### src/rtl/multi_read_pointer_if.sv
// Read-pointer bundle: writer pointer in, pop request/grant, offered lanes.
// slave = pointer block, master = consumer/writer side.
interface multi_read_pointer_if #(
  parameter int PTR_W = 8,
  parameter int LANES = 4
);
  localparam int CW = $clog2(LANES) + 1;

  logic [PTR_W-1:0]            write_pointer;
  logic                        pop_req;
  logic [CW-1:0]               pop_count;
  logic [LANES-1:0][PTR_W-1:0] O;
  logic [LANES-1:0]            valid_mask;
  logic [PTR_W-1:0]            read_pointer;
  logic [PTR_W-1:0]            occupancy;
  logic                        empty;
  logic [CW-1:0]               pop_grant;
  logic                        overflow_err;
`ifdef MULTI_READ_POINTER_STATS_EN
  logic [15:0]                 pop_total;
`endif

  modport master (
    output write_pointer,
    output pop_req,
    output pop_count,
    input  O,
    input  valid_mask,
    input  read_pointer,
    input  occupancy,
    input  empty,
    input  pop_grant,
    input  overflow_err
`ifdef MULTI_READ_POINTER_STATS_EN
    , input pop_total
`endif
  );

  modport slave (
    input  write_pointer,
    input  pop_req,
    input  pop_count,
    output O,
    output valid_mask,
    output read_pointer,
    output occupancy,
    output empty,
    output pop_grant,
    output overflow_err
`ifdef MULTI_READ_POINTER_STATS_EN
    , output pop_total
`endif
  );
endinterface

### src/rtl/multi_read_pointer.sv
// Multi-lane read pointer: offers LANES addresses, pops up to LANES/cycle.
// Ports: CLK, ASYNCRESETN, bus (slave). MULTI_READ_POINTER_STATS_EN adds pop_total.
module multi_read_pointer #(
  parameter int PTR_W = 8,
  parameter int LANES = 4
) (
  input  logic                 CLK,
  input  logic                 ASYNCRESETN,
  multi_read_pointer_if.slave  bus
);
  localparam int CW = $clog2(LANES) + 1;
  localparam logic [PTR_W-1:0] HALF =
    {1'b1, {(PTR_W-1){1'b0}}};

  typedef enum logic [1:0] {
    EMPTY = 2'd0,
    AVAIL = 2'd1,
    ERROR = 2'd2
  } state_t;

  state_t state, state_nx;

  logic [PTR_W-1:0] wp_q;
  logic [PTR_W-1:0] rp;
  logic [PTR_W-1:0] rp_nx;
  logic [PTR_W-1:0] occ;
  logic [PTR_W-1:0] occ_nx;
  logic [CW-1:0]    req_c;
  logic [CW-1:0]    avail;
  logic [CW-1:0]    grant;
  logic             err;

  logic [LANES-1:0][PTR_W-1:0] o;
  logic [LANES-1:0]            vm;

  assign occ = wp_q - rp;
  assign err = (state == ERROR);

  // Compare in 32 bits so narrow pointers
  // never truncate the LANES constant.
  assign req_c =
    (32'(bus.pop_count) > 32'(LANES)) ?
    CW'(LANES) : bus.pop_count;
  assign avail =
    (32'(occ) >= 32'(LANES)) ?
    CW'(LANES) : CW'(occ);

  always_comb begin
    grant = '0;
    if (bus.pop_req && !err)
      grant = (req_c < avail) ? req_c : avail;
  end

  assign rp_nx  = rp + PTR_W'(grant);
  assign occ_nx = bus.write_pointer - rp_nx;

  always_comb begin
    o  = '0;
    vm = '0;
    for (int i = 0; i < LANES; i++) begin
      o[i]  = rp + PTR_W'(i);
      vm[i] = !err && (32'(occ) > 32'(i));
    end
  end

  // Overrun is judged on the occupancy the
  // registers will hold after this edge.
  always_comb begin
    state_nx = state;
    unique case (state)
      EMPTY, AVAIL: begin
        if (occ > HALF || occ_nx > HALF)
          state_nx = ERROR;
        else if (occ_nx != '0)
          state_nx = AVAIL;
        else
          state_nx = EMPTY;
      end
      default: state_nx = ERROR;
    endcase
  end

  always_ff @(posedge CLK or negedge ASYNCRESETN) begin
    if (!ASYNCRESETN) begin
      wp_q  <= '0;
      rp    <= '0;
      state <= EMPTY;
    end else begin
      wp_q  <= bus.write_pointer;
      rp    <= rp_nx;
      state <= state_nx;
    end
  end

  assign bus.O            = o;
  assign bus.valid_mask   = vm;
  assign bus.read_pointer = rp;
  assign bus.occupancy    = occ;
  assign bus.empty        = (occ == '0);
  assign bus.pop_grant    = grant;
  assign bus.overflow_err = err;

`ifdef MULTI_READ_POINTER_STATS_EN
  logic [16:0] pt_sum;
  logic [15:0] pt_q;

  assign pt_sum = {1'b0, pt_q} + 17'(grant);

  always_ff @(posedge CLK or negedge ASYNCRESETN) begin
    if (!ASYNCRESETN)
      pt_q <= '0;
    else
      pt_q <= pt_sum[16] ? 16'hFFFF : pt_sum[15:0];
  end

  assign bus.pop_total = pt_q;
`endif

endmodule

### src/flat_wrapper.sv
// flat-port wrapper written by rule: the top's interface ports become plain ports
module multi_read_pointer_flat 
#(
  parameter int PTR_W = 8,
  parameter int LANES = 4
)
  (CLK, ASYNCRESETN, bus_write_pointer, bus_pop_req, bus_pop_count, bus_O, bus_valid_mask, bus_read_pointer, bus_occupancy, bus_empty, bus_pop_grant, bus_overflow_err);
  multi_read_pointer_if #(.PTR_W(PTR_W), .LANES(LANES)) bus_i ();
  input  logic CLK;
  input  logic ASYNCRESETN;
  input wire logic [$bits(bus_i.write_pointer)-1:0] bus_write_pointer;
  input wire logic [$bits(bus_i.pop_req)-1:0] bus_pop_req;
  input wire logic [$bits(bus_i.pop_count)-1:0] bus_pop_count;
  output wire logic [$bits(bus_i.O)-1:0] bus_O;
  output wire logic [$bits(bus_i.valid_mask)-1:0] bus_valid_mask;
  output wire logic [$bits(bus_i.read_pointer)-1:0] bus_read_pointer;
  output wire logic [$bits(bus_i.occupancy)-1:0] bus_occupancy;
  output wire logic [$bits(bus_i.empty)-1:0] bus_empty;
  output wire logic [$bits(bus_i.pop_grant)-1:0] bus_pop_grant;
  output wire logic [$bits(bus_i.overflow_err)-1:0] bus_overflow_err;
  assign bus_i.write_pointer = bus_write_pointer;
  assign bus_i.pop_req = bus_pop_req;
  assign bus_i.pop_count = bus_pop_count;
  assign bus_O = bus_i.O;
  assign bus_valid_mask = bus_i.valid_mask;
  assign bus_read_pointer = bus_i.read_pointer;
  assign bus_occupancy = bus_i.occupancy;
  assign bus_empty = bus_i.empty;
  assign bus_pop_grant = bus_i.pop_grant;
  assign bus_overflow_err = bus_i.overflow_err;
  multi_read_pointer #(.PTR_W(PTR_W), .LANES(LANES)) u_core (.CLK(CLK), .ASYNCRESETN(ASYNCRESETN), .bus(bus_i));
endmodule
### config.mk
export PLATFORM = sky130hd
export DESIGN_NAME = multi_read_pointer_flat
export DESIGN_NICKNAME = d
export VERILOG_FILES = /design/src/rtl/multi_read_pointer_if.sv /design/src/rtl/multi_read_pointer.sv /design/src/flat_wrapper.sv
export SDC_FILE = /design/constraint.sdc
export NUM_CORES = 1
export LEC_CHECK = 0
export ABC_AREA = 1
export CORE_ASPECT_RATIO = 0.9
export CORE_UTILIZATION = 30
export CTS_CLUSTER_SIZE = 14
export DETAILED_ROUTE_END_ITERATION = 7
export GPL_ROUTABILITY_DRIVEN = 1
export SETUP_SLACK_MARGIN = 0.1
export SYNTH_ARGS = -nofsm -noshare
export SYNTH_HDL_FRONTEND = slang
export SYNTH_SLANG_ARGS = --single-unit
### constraint.sdc
create_clock -name CLK -period 7.42 [get_ports CLK]
set_input_delay 1.113 -clock CLK [delete_from_list [all_inputs] [get_ports CLK]]
set_output_delay 1.113 -clock CLK [all_outputs]
set_load 0.005 [all_outputs]
==> After elaboration in Yosys (flattened, before gate mapping) <==
Index checks and enable logic that the tools add are counted.
{ "op_classes": {"reduce_logical": 11, "add_sub_neg": 6, "eq_ne": 2, "n_mux": 7, "order_cmp": 9} }
{ "op_table": {"columns": ["cell", "count"], "rows": [
  ["$add A8 B2 Y8 const B", 2],
  ["$gt A8 B1 Y1 const B", 2],
  ["$gt A8 B2 Y1 const B", 2],
  ["$gt A8 B8 Y1 const B", 2],
  ["$sub A8 B8 Y8", 2],
  ["$mux W3", 4],
  ["$add A8 B1 Y8 const B", 1],
  ["$add A8 B3 Y8", 1],
  ["$ge A8 B3 Y1 const B", 1],
  ["$logic_not A8 Y1", 1],
  ["$reduce_bool A8 Y1", 1],
  ["$logic_and A1 B1 Y1", 5],
  ["$mux W2", 2],
  ["$gt A3 B3 Y1 const B", 1],
  ["$lt A3 B3 Y1", 1],
  ["$eq A2 B1 Y1 const B", 1],
  ["$eq A2 B2 Y1 const B", 1],
  ["$logic_not A2 Y1", 1],
  ["$reduce_or A2 Y1", 1],
  ["$logic_not A1 Y1", 1],
  ["$logic_or A1 B1 Y1", 1],
  ["$mux W1", 1]
]} }
{ "word_totals": {"input_bits": 14, "regBits": 18, "output_inout_bits": 57} }

==> Logic depth before layout (Yosys ltp) <==
Gate-level depths: netlist (run 1).
{ "depth": {"depth_word": 12, "mapped_depth": 40} }

==> Worst setup path before layout (run 1) <==
OpenSTA, ideal clock, no wires.
{ "synth_path": {"kind": "register to register", "startpoint": "register u_core.rp[0], in the netlist u_core.bus.read_pointer[0]", "endpoint": "register u_core.state[0]", "synth_period_minus_slack_ns": 4.911, "path_slack_ns": 2.509, "t_arrival_ns": 4.793, "path_buffers": 0, "setup_time_ns": 0.118, "stages_incl_launch_ff": 39, "path_cell_list": "dfrtp_1 > ha_1 > inv_1 > fa_1 > nand2_1 > nand2_1 > nand2_1 > nand2_1 > nand2_1 > nand3_4 > nor2_2 > nand2_2 > nor2_2 > inv_2 > ha_1 > inv_1 > nor2_1 > nand2_1 > [3 not listed] > ha_1 > inv_1 > fa_1 > o22ai_1 > xor2_1 > inv_1 > ha_1 > nand2_1 > inv_1 > nand4_1 > nand3_1 > nand2_1 > nand2_1 > nand3_1 > nand2_2 > nand2_2 > nand3_2 > nor2_2"} }
{ "synth_between": {"elab_chain_cells": 12, "elab_cells_between_ends": 15, "classes_between": "add/sub (3); order compare (4); mux (6); reduce/logical (2)"} }
{ "synth_lines": {"columns": ["item", "line", "text"], "rows": [
  ["from (decl)", "multi_read_pointer.sv:24", "logic [PTR_W-1:0] rp;"],
  ["from (signal assigned)", "multi_read_pointer.sv:90", "rp <= rp_nx;"],
  ["$sub A8 B8 Y8 *", "multi_read_pointer.sv:36", "assign occ = wp_q - rp;"],
  ["$ge A8 B3 Y1", "multi_read_pointer.sv:45", "(32'(occ) >= 32'(LANES)) ?"],
  ["$mux W3 *", "multi_read_pointer.sv:45", null],
  ["$lt A3 B3 Y1", "multi_read_pointer.sv:51", "grant = (req_c < avail) ? req_c : avail;"],
  ["$mux W3 *", "multi_read_pointer.sv:51", null],
  ["$mux W3 *", "multi_read_pointer.sv:50", "if (bus.pop_req && !err)"],
  ["via bus_pop_grant[0]", "flat_wrapper.sv:19", "output wire logic [$bits(bus_i.pop_grant)-1:0] bus_pop_grant;"],
  ["$add A8 B3 Y8 *", "multi_read_pointer.sv:54", "assign rp_nx = rp + PTR_W'(grant);"],
  ["via u_core.rp_nx[4]", "multi_read_pointer.sv:25", "logic [PTR_W-1:0] rp_nx;"],
  ["$sub A8 B8 Y8 *", "multi_read_pointer.sv:55", "assign occ_nx = bus.write_pointer - rp_nx;"],
  ["$gt A8 B8 Y1 or $reduce_bool A8 Y1 (tied branches)", "multi_read_pointer.sv:72, multi_read_pointer.sv:74", null],
  ["$logic_or A1 B1 Y1 or $mux W1 (tied branches)", "multi_read_pointer.sv:72, multi_read_pointer.sv:74", null],
  ["$mux W2 *", "multi_read_pointer.sv:72", "if (occ > HALF || occ_nx > HALF)"],
  ["$mux W2 *", "multi_read_pointer.sv:70", "unique case (state)"],
  ["via u_core.state_nx[0]", "multi_read_pointer.sv:21", "state_t state, state_nx;"],
  ["to (signal assigned)", "multi_read_pointer.sv:91", "state <= state_nx;"],
  ["to (decl)", "multi_read_pointer.sv:21", null]
]} }
The timed path passes the listed nets; every way through them passes the cells marked *.

==> Worst setup path after layout (run 1) <==
{ "layout_path": {"startpoint": "register u_core.rp[0], in the netlist u_core.bus.read_pointer[0]", "endpoint": "register u_core.state[0]"} }
{ "layout_between": {"elab_chain_cells": 12, "elab_cells_between_ends": 15, "classes_between": "add/sub (3); order compare (4); mux (6); reduce/logical (2)"} }
{ "layout_lines": {"columns": ["item", "line"], "rows": [
  ["$sub A8 B8 Y8", "multi_read_pointer.sv:36"],
  ["$ge A8 B3 Y1", "multi_read_pointer.sv:45"],
  ["$mux W3", "multi_read_pointer.sv:45"],
  ["$lt A3 B3 Y1", "multi_read_pointer.sv:51"],
  ["$mux W3", "multi_read_pointer.sv:51"],
  ["$mux W3", "multi_read_pointer.sv:50"],
  ["$add A8 B3 Y8 *", "multi_read_pointer.sv:54"],
  ["via u_core.rp_nx[4]", "multi_read_pointer.sv:25"],
  ["$sub A8 B8 Y8 *", "multi_read_pointer.sv:55"],
  ["$gt A8 B8 Y1 or $reduce_bool A8 Y1 (tied branches)", "multi_read_pointer.sv:72, multi_read_pointer.sv:74"],
  ["$logic_or A1 B1 Y1 or $mux W1 (tied branches)", "multi_read_pointer.sv:72, multi_read_pointer.sv:74"],
  ["$mux W2 *", "multi_read_pointer.sv:72"],
  ["$mux W2 *", "multi_read_pointer.sv:70"],
  ["via u_core.state_nx[0]", "multi_read_pointer.sv:21"]
]} }
Marks and branches as above.

==> impl_metrics.ini, run 1 <==
[synthesis]
synth_cells = 289
syn_area_sq_um = 2060
synth_edf_count = 0
post-synth-top-area-fraction_pct = 21.9
ys_top_cells_by_count = 62 x nand2_1, 57 x inv_1, 25 x ha_1
ys_ff_latch = 18
synth_top_area_cell = dfrtp_1
ys.flop_type = dfrtp_1
ys_seq_area_share_pct = 21.9
synth.avg_cell_area_sq_um = 7.12
yosysMostFrequentCell = nand2_1
ys_async_sr_fraction_pct = 100
syn-num-nets = 330
ys_warn_count = 0
ys_top_cells_by_area = dfrtp_1 22%, ha_1 15%, nand2_1 11%
yosysUniqueCellTypes = 31

[timing]
worst_pin_slew_ns = 0.752
fin_crit_sh_pct = 73.8
finalClockSkew_ns = 0.00148
clock.fmax_mhz = 183
slew_violations = 0
hold_ws_ns = 0.488
layout_min_cycle_time_ns = 5.48
finalHoldViolCount = 0
tns_ns = 0
rsz0062_at_grt = no
setup_violations = 0
relSlewSlack_pct = 49.7

[route]
via_count = 1886
wl_mm = 5.16
wire_per_inst_um = 11.7
drc_errors = 0
ant_nets = 0
drt_pass1_iterations = 5
drtIter0Drc = 85
viasPerCell = 4.29

[clock_tree]
cts_buffer_depth = 2
cts_tree = built
cts-root-buf = clkbuf_8
ctsResizeCount = 0
clk_pin_slew_ns = 0.06
cts_made_buffers = 3
cts_setup_buffers = 0
hold_buffers = 0
clock-sinks = 18
htree_levels = 1
clk_latency_ns = 0.24

[grt]
gr-total-overflow = 0
grt_pass1_vias = 1791
grt_max_degree = 19
antenna_found_initial = 0
globalRouteTotalUtil_pct = 15.3
grt_pass1_wl_mm = 8.40

[die]
start_util_pct = 31.2
die_h_um = 80.6
design.die.area_sq_um = 7190
core_area_sq_um = 6590
die_w_um = 89.3
rows = 28
ios = 71

[power_and_ir_drop]
power.density_nw_per_um2 = 80.0
p_leak_uw = 0.00143
ir_drop_mv = 0.0450

[worst_setup_path]
crit_path_end_kind = flip-flop
timing.critical_path.from = u_core.bus.read_pointer[0]
cp.required_ns = 7.60
crit_fanout = 13
r2r_end = u_core.state[0]
arrival_ns = 5.66
critical_path.endpoint = u_core.state[0]
critPathSlowestCell = dfrtp_1
worstReg2RegStart = u_core.bus.read_pointer[0]
crit_path_start_kind = flip-flop
rrSetupSlack_ns = 1.94
critical_path_class = flip-flop to flip-flop
worstRegToRegCells = 33
critPathMaxStageDelay_ns = 0.61
cpMostUsedCell = nand2_1

[place]
place_congestion = 0.873
hpwl_mm = 4.51
io_buffer_count = 70

[worst_hold_path]
hold_class = flip-flop to flip-flop
min-delay-start = u_core.state[1]

[status]
outcome = complete, no violations

[final_layout]
fillers = 693
nNetsFinal = 393
diodes = 0
drive_gt1_share_pct = 8.00
areaGrowthSynthToFinish_pct = 37.5
fin_util_pct = 42.9

[flow_run]
maxCapViolCount = 0
## stage by stage
stage | total power [uW] | cell area, sq um | setup WS [ns] | std cells
after floorplan | 140 | 2060 | 2.51 | 289
after global placement | 164 | 2790 | 2.06 | 437
after detailed placement | 164 | 2790 | 1.91 | 437
after CTS | 229 | 2830 | 1.90 | 440
after global routing | 243 | 2830 | 1.33 | 440
final | 226 | 2830 | 1.94 | 440
## power breakdown
| group | total (uW) | switching (uW) | internal, uW |
|---|---|---|---|
| Combinational | 60.6 | 32.7 | 27.8 |
| Sequential | 102 | 1.41 | 100 |
| Clock | 63.7 | 27.8 | 35.9 |
## cells by family after synthesis
logic type	after synthesis	synth area share, %
buffers and inverters	76	15.8
and+or+nand+nor	119	27.0
adders and majority gates	27	17.2
DFF	18	21.9
AOI/OAI and AO/OA	23	7.12
xor gates and xnor gates	26	11.1
## how the worst min path moves through the flow
stage / end / slack (ns) / cells past startpoint
finish: u_core.state[1] / 0.49 / 2
global route: u_core.state[1] / 0.52 / 2
CTS: u_core.state[1] / 0.49 / 2
detailed placement: u_core.state[1] / 0.48 / 2
global placement: u_core.state[1] / 0.47 / 2
floorplan: u_core.state[1] / 0.46 / 2
## critical path, delay by kind of cell (launching register included)
| family | cells | cell delay (ns) |
|---|---|---|
| compound gates | 3 | 0.66 |
| xor+xnor | 2 | 0.42 |
| fa+ha+maj | 6 | 1.70 |
| buf+inv | 5 | 0.28 |
| flops | 1 | 0.61 |
| simple gates | 17 | 1.74 |
## layout make-up
type	instances	area, sq um	share of cell area [%]
timing repair buffer	70	701	24.8
multi-input combinational	195	1280	45.4
tap	90	113	3.98
inverter	64	240	8.50
clock buffer	3	41.3	1.46
sequential	18	450	15.9
## cells in the final DEF (no fill, tap or decap)
cell / netlist / layout
o31ai_4: 1 / 1
nand4_1: 4 / 4
inv_1: 57 / 57
o22ai_1: 1 / 1
nor2_2: 4 / 4
fa_1: 2 / 2
xor2_1: 20 / 20
o21ai_0: 5 / 5
o211ai_1: 1 / 1
nand3_4: 1 / 1
clkbuf_8: 0 / 3
inv_2: 6 / 6
nand3_2: 2 / 2
nor3_4: 1 / 1
xnor2_1: 6 / 6
o21ai_1: 1 / 1
clkdlybuf4s50_1: 0 / 70
nor2_1: 18 / 18
nand4_2: 1 / 1
a21o_1: 1 / 1
a31oi_1: 1 / 1
nand3_1: 19 / 19
dfrtp_1: 18 / 18
a21oi_1: 10 / 10
o21ai_2: 1 / 1
nand2_1: 62 / 62
a21oi_2: 1 / 1
nand2_2: 7 / 7
clkinv_1: 1 / 1
ha_1: 25 / 25
## sequential cells by signal (all words and copies together) (netlist names)
register	cells
u_core.wp_q	8
u_core.state	2
u_core.bus.read_pointer	8
## metal layers
metal  up-vias  global-route usage [%]  share of wire [%]
met2        45                    24.8                 46
met5         -                       0                  0
met3         4                    1.34                3.1
met1       834                    21.8                 51
li1       1003                       -                  -
met4         0                    3.17               0.50
(Power assumes the default switching activity.)
==> run 2, diff against run 1 <==
==> constraint.sdc (replaced) <==
create_clock -name CLK -period 4.7 [get_ports CLK]
set_input_delay 0.705 -clock CLK [delete_from_list [all_inputs] [get_ports CLK]]
set_output_delay 0.705 -clock CLK [all_outputs]
set_load 0.005 [all_outputs]
==> run 2 against run 1 <==
  * Routed wire length grew 14%
  * Utilization grew 7.0 points
  * Non-clock buffer count grew 36
  * The run now ends with negative setup slack left
  * Clock-buffer cell count grew 1
  * Maximum frequency grew 15%
  * Flip-flop and latch count is the same
  * Critical path depth grew 3
  * Combinational power grew 95%
==> impl_metrics.ini, run 2 (synthesis gave the netlist of run 1 again) <==
[die]
rows = 28
design.die.area_sq_um = 7190
start_util_pct = 31.2
core_area_sq_um = 6590
die_w_um = 89.3
die_h_um = 80.6
ios = 71

[worst_setup_path]
critPathMaxStageDelay_ns = 0.38
crit_fanout = 4
crit_path_end_kind = flip-flop
critPathSlowestCell = fa_2
crit_path_start_kind = flip-flop
cp.required_ns = 4.84
cpMostUsedCell = inv_2
arrival_ns = 4.92
critical_path_class = flip-flop to flip-flop

[clock_tree]
cts_tree = built
cts_buffer_depth = 2
clk_latency_ns = 0.25
clk_pin_slew_ns = 0.07
hold_buffers = 0
cts-root-buf = clkbuf_8
cts_made_buffers = 3
clock-sinks = 18
htree_levels = 1

[power_and_ir_drop]
p_leak_uw = 0.00164
power.density_nw_per_um2 = 122
ir_drop_mv = 0.0705

[final_layout]
fillers = 667
final_common_cell = clkdlybuf4s50_1
nNetsFinal = 429
finalInstanceArea_sq_um = 3290
diodes = 0
drive_gt1_share_pct = 26.1
layout_common_cells = 70 x clkdlybuf4s50_1, 52 x nand2_1, 50 x inv_1
areaGrowthSynthToFinish_pct = 60.0

[grt]
grt_max_degree = 19
grt_pass1_wl_mm = 9.21
antenna_found_initial = 0
gr-total-overflow = 0
grt_pass1_vias = 1961
globalRouteTotalUtil_pct = 16.6

[timing]
setup_violations = 2
slew_violations = 0
relSlewSlack_pct = 46.1
worst_slack_ns = -0.0790
tns_ns = -0.133
finalHoldViolCount = 0
hold_ws_ns = 0.492
worst_pin_slew_ns = 0.805
clock.fmax_mhz = 209
fin_crit_sh_pct = 102
finalClockSkew_ns = 0.00298
rsz0062_at_grt = yes
layout_min_cycle_time_ns = 4.78

[place]
io_buffer_count = 70
hpwl_mm = 4.70
placed_area_sq_um = 2950
place_congestion = 0.856

[route]
wl_mm = 5.91
viasPerCell = 4.40
ant_nets = 0
drc_errors = 0
wire_per_inst_um = 12.4
drtIter0Drc = 73
via_count = 2098
drt_pass1_iterations = 5

[flow_run]
maxCapViolCount = 0

[status]
outcome = complete, but fails checks
violations = negative setup slack

[worst_hold_path]
hold_class = flip-flop to flip-flop
==> run 2: where the power goes <==
group	leakage [uW]	switching, uW	internal, uW
Sequential	0.000210	2.35	158
Clock	0.0000288	50.0	74.4
Combinational	0.00140	60.2	57.9
Total	0.00164	113	291
==> run 2: what timing repair did <==
| item | in CTS | in global routing |
|---|---|---|
| resized for setup | 19 | 16 |
| buffers inserted | 10 | 9 |
| pin swaps | 10 | 14 |
| endpoints found under the setup margin | 2 | 2 |
==> run 2: stage by stage <==
stage	total power, uW	std cells	util, %	setup WS (ns)
finish	403	477	50.0	-0.0790
global route	425	477	50.0	-0.457
CTS	398	468	48.0	-0.0386
detailed placement	265	454	44.8	-0.205
global placement	263	454	44.8	-0.0626
floorplan	222	289	-	0.101
==> run 2: critical path, delay by kind of cell (launching register included) <==
kind | cells | cell delay, ns
xor+xnor | 2 | 0.38
fa+ha+maj | 6 | 1.61
simple gates | 19 | 1.69
compound gates | 2 | 0.27
buf+inv | 7 | 0.35
flops | 1 | 0.37
==> run 2: final cells by class <==
cell class | instances | area (sq um) | share of cell area, %
clock buffer | 4 | 55.1 | 1.67
tap | 90 | 113 | 3.42
sequential | 18 | 452 | 13.7
timing repair buffer | 106 | 975 | 29.6
inverter | 64 | 240 | 7.30
multi-input combinational | 195 | 1460 | 44.3
==> run 2: final timing paths <==
kind                                  from                    endpoint  slack [ns]  cells after the start
max in group asynchronous      ASYNCRESETN  u_core.bus.read_pointer[0]        3.23                      1
min                        u_core.state[1]             u_core.state[1]        0.49                      2
min reg2reg                u_core.state[1]             u_core.state[1]        0.49                      2
max                         u_core.wp_q[0]             u_core.state[0]       -0.08                     36
max reg2reg                 u_core.wp_q[0]             u_core.state[0]       -0.08                     36
min in group asynchronous      ASYNCRESETN              u_core.wp_q[7]        0.92                      1
==> run 2: metal layers <==
| layer | GRT usage, % | up-vias | wire [um] |
|---|---|---|---|
| li1 | - | 1082 | - |
| met1 | 23.3 | 954 | 2670 |
| met2 | 27.7 | 58 | 2900 |
| met3 | 1.85 | 4 | 310 |
| met4 | 2.70 | 0 | 27 |
| met5 | 0 | - | 0 |
==> run 3, diff against run 2 <==
--- a/config.mk
+++ b/config.mk
@@ -8,6 +8,7 @@
 export ABC_AREA = 1
 export CORE_ASPECT_RATIO = 0.9
 export CORE_UTILIZATION = 30
+export CTS_BUF_LIST = sky130_fd_sc_hd__clkbuf_4
 export CTS_CLUSTER_SIZE = 14
 export DETAILED_ROUTE_END_ITERATION = 7
 export GPL_ROUTABILITY_DRIVEN = 1
==> run 3 against run 2 <==
  * The run still ends with negative setup slack left
  * Flip-flop and latch count did not move
  * Die area unchanged
  * Routed wire length decreased by 2.1%
  * Utilization is 0.057 points lower
  * Register-to-register slack gained 0.05 ns
  * Clock power fell by 39%
  * Setup slack gained 0.048 ns
  * Highest routed layer unchanged
==> impl_metrics.ini, run 3 (synthesis gave the netlist of run 1 again) <==
[grt]
grt_max_degree = 19
grt_pass1_vias = 1940
grt_util_met1_pct = 23.1
globalRouteTotalUtil_pct = 16.3
gr-total-overflow = 0
grt_pass1_wl_mm = 9.09
grtUsageMet2_pct = 27.6
grt-busiest-layer = met2
antenna_found_initial = 0
use_met3_pct = 1.54

[die]
design.die.area_sq_um = 7190
die_h_um = 80.6
core_area_sq_um = 6590
rows = 28
ios = 71
start_util_pct = 31.2
die_w_um = 89.3

[worst_setup_path]
cpMostUsedCell = inv_2
worstReg2RegStart = u_core.wp_q[0]
crit_path_start_kind = flip-flop
rrSetupSlack_ns = -0.03
r2r_end = u_core.state[0]
crit_path_end_kind = flip-flop
crit_fanout = 4
arrival_ns = 4.96
critical_path_class = flip-flop to flip-flop
critPathSlowestCell = dfrtp_1
worstRegToRegCells = 37
critPathMaxStageDelay_ns = 0.38
cp.required_ns = 4.93

[route]
drc_errors = 0
wl_mm = 5.79
ant_nets = 0
wire_per_inst_um = 12.1
drt_pass1_iterations = 6
drtIter0Drc = 97
via_count = 2076
viasPerCell = 4.34

[clock_tree]
clk_pin_slew_ns = 0.10
clk_latency_ns = 0.28
cts-root-buf = clkbuf_4
clock-sinks = 18
htree_levels = 1
cts_buffer_depth = 2
cts_tree = built
cts_made_buffers = 3
hold_buffers = 0

[final_layout]
diodes = 0
layout_common_cells = 70 x clkdlybuf4s50_1, 53 x nand2_1, 49 x inv_1
final_common_cell = clkdlybuf4s50_1
drive_gt1_share_pct = 26.8
areaGrowthSynthToFinish_pct = 59.9
nNetsFinal = 430

[timing]
layout_min_cycle_time_ns = 4.73
clock.fmax_mhz = 211
slew_violations = 0
worst_pin_slew_ns = 0.793
finalHoldViolCount = 0
finalClockSkew_ns = 0.00405
tns_ns = -0.0419
setup_violations = 2
rsz0062_at_grt = yes
fin_crit_sh_pct = 101
relSlewSlack_pct = 46.9
worst_slack_ns = -0.0306

[power_and_ir_drop]
p_sw_share_pct = 30.4
p_comb_share_pct = 33.5
p_int_uw = 247
netSwitchingPower_uw = 108
p_leak_uw = 0.00163
p_clk_share_pct = 21.3
power.density_nw_per_um2 = 108
pwr-share-seq_pct = 45.2
ir_drop_mv = 0.0561

[status]
violations = negative setup slack
outcome = complete, but fails checks

[worst_hold_path]
worstHoldPathCells = 2
min-delay-start = u_core.state[1]
whs_endpoint = u_core.state[1]
hold_class = flip-flop to flip-flop

[place]
place_congestion = 0.856
io_buffer_count = 70
post-place-ws_ns = -0.205
hpwl_mm = 4.70

[flow_run]
maxCapViolCount = 0
[run 3: how the worst max path moves through the flow]
stage / start / cells past startpoint / end
detailed placement: u_core.wp_q[0] / 39 / u_core.state[0]
floorplan: u_core.bus.read_pointer[0] / 38 / u_core.state[0]
global placement: u_core.wp_q[0] / 38 / u_core.state[0]
global route: u_core.wp_q[0] / 37 / u_core.state[0]
CTS: u_core.wp_q[0] / 39 / u_core.state[0]
finish: u_core.wp_q[0] / 37 / u_core.state[0]
[run 3: area by class of cell]
| cell class | count | area, sq um |
|---|---|---|
| fill | 673 | 3300 |
| multi-input combinational | 195 | 1480 |
| timing repair buffer | 107 | 982 |
| sequential | 18 | 452 |
| inverter | 64 | 240 |
| tap | 90 | 113 |
| clock buffer | 3 | 22.5 |
| clock inverter | 1 | 3.75 |
[run 3: stage by stage]
step	utilization (%)	cells	instance area [sq um]	total power, uW	hold slack [ns]
finish	49.9	478	3290	356	0.501
floorplan	-	289	2090	222	0.409
global route	49.9	478	3290	378	0.520
detailed placement	44.8	454	2950	265	0.477
global placement	44.8	454	2950	263	0.476
CTS	47.9	469	3150	351	0.502
[run 3: power groups by stage]
stage | Clock, uW | Sequential [uW] | Combinational, uW
after floorplan | 0 | 162 | 60.0
after global placement | 0 | 163 | 100
after detailed placement | 0 | 163 | 101
after CTS | 80.3 | 160 | 110
after global routing | 84.4 | 161 | 132
final | 75.8 | 161 | 119
[run 3: what timing repair did]
| action | CTS | global route |
|---|---|---|
| gates resized for setup | 20 | 17 |
| setup buffers | 11 | 9 |
| setup endpoints to repair | 2 | 2 |
| pin swaps | 10 | 9 |
[run 3: critical path: cells and delay by family, from the launching register on]
kind,cells,cell delay [ns]
AOI/OAI and AO/OA,2,0.26
xor gates and xnor gates,2,0.37
adders and majority gates,6,1.58
buffers and inverters,7,0.33
DFF,1,0.38
and+or+nand+nor,20,1.73
[run 3: layer usage]
| layer | part of all wire, % | vias up |
|---|---|---|
| met3 | 4.0 | 6 |
| met5 | 0 | - |
| li1 | - | 1081 |
| met2 | 49 | 50 |
| met4 | 0.73 | 0 |
| met1 | 47 | 939 |
